<file path="src/rtl/param_combo_lock.sv">
// Parameterised combination lock with auto-relock, code change and an absorbing alarm.
// Outputs are decoded from the state register only, so there is no combinational path from inputs to outputs.
module param_combo_lock #(
    parameter int                 CODE_W      = 4,
    parameter int                 MAX_TRIES   = 3,
    parameter logic [CODE_W-1:0]  RESET_CODE  = CODE_W'(6),
    parameter int                 OPEN_CYCLES = 8
) (
    input  logic                           Clock,
    input  logic                           Resetn,
    input  logic                           Enter,
    input  logic                           Change,
    input  logic [CODE_W-1:0]              X,
    output logic                           Open,
    output logic                           New,
    output logic                           Alarm,
    output logic [$clog2(MAX_TRIES+1)-1:0] Fails
);

    localparam int FAIL_W  = $clog2(MAX_TRIES + 1);
    localparam int TIMER_W = $clog2(OPEN_CYCLES);

    typedef enum logic [1:0] {
        LOCKED = 2'd0,
        OPENED = 2'd1,
        CHANGE = 2'd2,
        ALARM  = 2'd3
    } state_t;

    state_t              state_reg, state_next;
    logic [CODE_W-1:0]   code_reg, code_next;
    logic [FAIL_W-1:0]   fails_reg, fails_next;
    logic [TIMER_W-1:0]  timer_reg, timer_next;
    logic                code_match;
    logic                last_try;

    // The entry is always judged against the code held before this edge.
    assign code_match = (X == code_reg);
    assign last_try   = ((int'(fails_reg) + 1) >= MAX_TRIES);

    always_ff @(posedge Clock or negedge Resetn) begin
        if (!Resetn) begin
            state_reg <= LOCKED;
            code_reg  <= RESET_CODE;
            fails_reg <= '0;
            timer_reg <= '0;
        end else begin
            state_reg <= state_next;
            code_reg  <= code_next;
            fails_reg <= fails_next;
            timer_reg <= timer_next;
        end
    end

    always_comb begin
        state_next = state_reg;
        code_next  = code_reg;
        fails_next = fails_reg;
        timer_next = timer_reg;

        case (state_reg)
            LOCKED: begin
                // Change has no effect here, so Enter+Change is just Enter.
                if (Enter) begin
                    if (code_match) begin
                        state_next = OPENED;
                        fails_next = '0;
                        timer_next = '0;
                    end else if (last_try) begin
                        state_next = ALARM;
                        fails_next = FAIL_W'(MAX_TRIES);
                    end else begin
                        fails_next = fails_reg + 1'b1;
                    end
                end
            end
            OPENED: begin
                timer_next = timer_reg + 1'b1;
                if (Change) begin
                    state_next = CHANGE;
                    timer_next = '0;
                end else if (Enter) begin
                    state_next = LOCKED;
                    timer_next = '0;
                end else if (timer_reg == TIMER_W'(OPEN_CYCLES - 1)) begin
                    state_next = LOCKED;
                    timer_next = '0;
                end
            end
            CHANGE: begin
                if (Enter) begin
                    code_next  = X;
                    state_next = LOCKED;
                end else if (Change) begin
                    state_next = LOCKED;
                end
            end
            ALARM: begin
                state_next = ALARM;
            end
            default: begin
                state_next = LOCKED;
            end
        endcase
    end

    assign Open  = (state_reg == OPENED);
    assign New   = (state_reg == CHANGE);
    assign Alarm = (state_reg == ALARM);
    assign Fails = fails_reg;

endmodule

</file>
<file path="config.mk">
export PLATFORM = sky130hd
export DESIGN_NAME = param_combo_lock
export DESIGN_NICKNAME = d
export VERILOG_FILES = /design/src/rtl/param_combo_lock.sv
export SDC_FILE = /design/constraint.sdc
export NUM_CORES = 1
export LEC_CHECK = 0
export ABC_AREA = 1
export BUFFER_PORTS_ARGS = -buffer_cell sky130_fd_sc_hd__buf_2
export CAP_MARGIN = 20
export CORE_UTILIZATION = 47
export CTS_CLUSTER_SIZE = 20
export DETAILED_ROUTE_END_ITERATION = 6
export PLACE_DENSITY = 0.84
export SLEW_MARGIN = 30
export SYNTH_ARGS = -nofsm -noshare
export SYNTH_HDL_FRONTEND = slang
export SYNTH_SLANG_ARGS = --single-unit
</file>
<file path="constraint.sdc">
create_clock -name Clock -period 1.4 [get_ports Clock]
set_input_delay 0.14 -clock Clock [delete_from_list [all_inputs] [get_ports Clock]]
set_output_delay 0.14 -clock Clock [all_outputs]
set_load 0.01 [all_outputs]
</file>
==> results.tsv <==
metric	value	unit
run status	complete, no violations	
maximum number of pins on one net before global-route repair	12	
Final HPWL DP	969	µm
r2r worst-path depth	9	
final clock skew	0.00124	ns
register bit count reported by yosys	11	
relative area change from synthesis to final layout	22.1	%
unique cell type count in the Yosys netlist	13	
number of antenna violations at the first check in global routing	0	
reg2reg end	state_reg[0]$_DFFE_PN0P_	
effective utilization at floorplan	51.7	%
sort of element at the start of the critical path	register	
summed instance area of the synthesized netlist	689	µm²
count of clock tree sinks	11	
detailed-routing iteration count for the pre-antenna-repair pass	4	
count of mapped cells out of synthesis	93	
diode count	0	
via count of the first global-routing pass	566	
Core ar.	1330	µm²
global placer's final weighted congestion	0.682	
DP Area	768	µm²
Max-Cap Viols	0	
required time at the endpoint of the critical path	1.26	ns
Vert. Die Dim	40.3	µm
Routed wire per std cell	9.81	µm
combined buffer and inverter count along the critical path	2	
PD cells	1900	nW/µm²
DR vias/cell	4.89	
largest buffer count on any clock path	2	
I/O pin count	13	
share of the cycle needed by the critical path after routing	94.8	%
number of flip-flops under the largest register name	4	
cell family with the largest share of critical-path delay	flip-flops	
transition time of the tightest slew-check pin	0.242	ns
Hold Path Sink	code_reg[1]$_DFFE_PN1P_	
Crit Path Max Fanout	4	
violation count after the first detailed-route iteration	9	
DRC Markers	0	
fillers	117	
quantity of I/O buffers inserted on ports	12	
proportion of synthesized chip area in sequential cells	40.3	%
utilization after layout	63.1	%
Post-Synthesis Mean Instance Area	7.41	µm²
data arrival time of the critical path	1.19	ns
# setup viols final	0	
Clock Latency Late Sink	0.27	ns
time the worst path needs with I/O delays and setup	1.33	ns
die outline area	1620	µm²
worst reg2reg startpoint	code_reg[1]$_DFFE_PN1P_	
Min-Delay Startpoint	X[1]	
Fin Setup TNS	0	ns
via count	616	
Detailed Route WL	1240	µm
peak per-stage delay on the critical path	0.42	ns
post-route antenna net violation count	0	
wire length of the first global-routing pass	2200	µm
Final Total Pwr	1600	µW
WHS Path Cells	3	
critical path's slowest cell	dfrtp_1	
ordered cell list for the critical path	buf_4 -> ha_1 -> buf_2	
Critical Path Sink Type	output pin	
proportion of layout cells with a drive suffix above 1	27.9	%
htree depth	1	
nets@finish	126	
Max-Slew Margin vs Limit	83.9	%
Die W	40.3	µm
Congestion Overflow GR	0	
type of the worst setup path	register to output pin	
global-route total usage across every layer	20.8	%
number of standard-cell rows in the floorplan	13	
number of warning messages in the yosys log	0	
buffer type at the clock tree root	clkbuf_4	
worst hold path class	input pin to register	
number of max-slew violations in the final report	0	
reported leakage power	0.000493	µW
total nets after synthesis	107	
TritonCTS clock tree	built	
post-CTS clock slew at the launch and capture registers of the worst setup and hold paths	0.07	ns
fmax	753	MHz
Final Instance Area	842	µm²
R2R Setup Slk	0.10	ns
peak supply drop	1.08	mV
clock buffer count from CTS	3	
number of failing hold endpoints at the final stage	0	
[synthesized netlist by cell type]
cell type	n	area (µm²)
inv_1	17	63.8
nand3_2	2	20.0
nand3b_1	2	15.0
nor2_2	2	12.5
dfrtp_1	9	225
o211ai_1	1	7.51
dfstp_2	2	52.6
nand3_1	6	30.0
ha_1	6	75.1
nor2_1	3	11.3
nand2_1	33	124
o21ai_0	8	40.0
nand2_2	2	12.5
[routing by layer]
metal / up-vias / track usage (%) / wire length, µm
met1: 278 / 23.9 / 554
met5: - / 0 / 0
met3: 4 / 10.0 / 66
met2: 10 / 34.7 / 601
met4: 0 / 5.00 / 14
li1: 324 / - / -
[final cells by class]
class                           count  area [µm²]  share of cell area (%)
Clock buffer                        4        26.3                    3.12
Inverter                           17        63.8                    7.58
Multi-Input combinational cell     65         378                    44.9
Sequential cell                    11         278                    33.0
Tap cell                           15        18.8                    2.23
Timing Repair Buffer               14        77.6                    9.21
[cells in the final DEF (no fill, tap or decap), drive strengths merged]
master	netlist	layout
nand2	35	35
inv	17	17
buf	0	13
dfrtp	9	9
o21ai	8	8
nand3	8	8
ha	6	6
nor2	5	5
clkbuf	0	4
nand3b	2	2
dfstp	2	2
o211ai	1	1
dlygate4sd3	0	1
[repair_timing]
action                                 4_1_cts  5_1_grt
endpoints found under the hold margin       11        0
hold buffers                                 1        0
setup buffers                                1        0
gates resized for setup                      1       10
pin swaps                                    1        2
setup endpoints to repair                    1        6
[logic make-up (layout without fill, tap and decap cells)]
kind of cell	Yosys count	in the layout	synth area share (%)
flip-flops	11	11	40.3
adder cells (fa/ha/maj)	6	6	10.9
AO/OA/AOI/OAI	9	9	6.90
buffers and inverters	17	35	9.26
AND/OR/NAND/NOR	50	50	32.7
[how the worst max path moves through the flow]
stage / start / end / cells past startpoint
finish: state_reg[0]$_DFFE_PN0P_ / Alarm / 3
global route: code_reg[1]$_DFFE_PN1P_ / state_reg[0]$_DFFE_PN0P_ / 9
CTS: state_reg[0]$_DFFE_PN0P_ / state_reg[0]$_DFFE_PN0P_ / 8
detailed placement: state_reg[0]$_DFFE_PN0P_ / state_reg[0]$_DFFE_PN0P_ / 8
global placement: state_reg[0]$_DFFE_PN0P_ / state_reg[1]$_DFFE_PN0P_ / 8
floorplan: state_reg[0]$_DFFE_PN0P_ / state_reg[0]$_DFFE_PN0P_ / 8
[worst min-delay path, cell delays in order]
cell and delay (ns):
buf_2 0.10, inv_1 0.06, o21ai_0 0.08
[metrics by stage]
| stage | worst slack, ns | hold WS, ns | std cells |
|---|---|---|---|
| CTS | 0.0413 | 0.119 | 126 |
| floorplan | 0.139 | -0.156 | 93 |
| finish | 0.0721 | 0.122 | 126 |
| detailed placement | 0.0172 | 0.0207 | 120 |
| global placement | 0.0674 | 0.0188 | 120 |
| global route | -0.0117 | 0.144 | 126 |
[report_power, final]
part	switching [µW]	internal, µW
sequential	95.9	468
clock	106	111
combinational	490	330
Note: power is estimated with default switching activity, not from simulation.
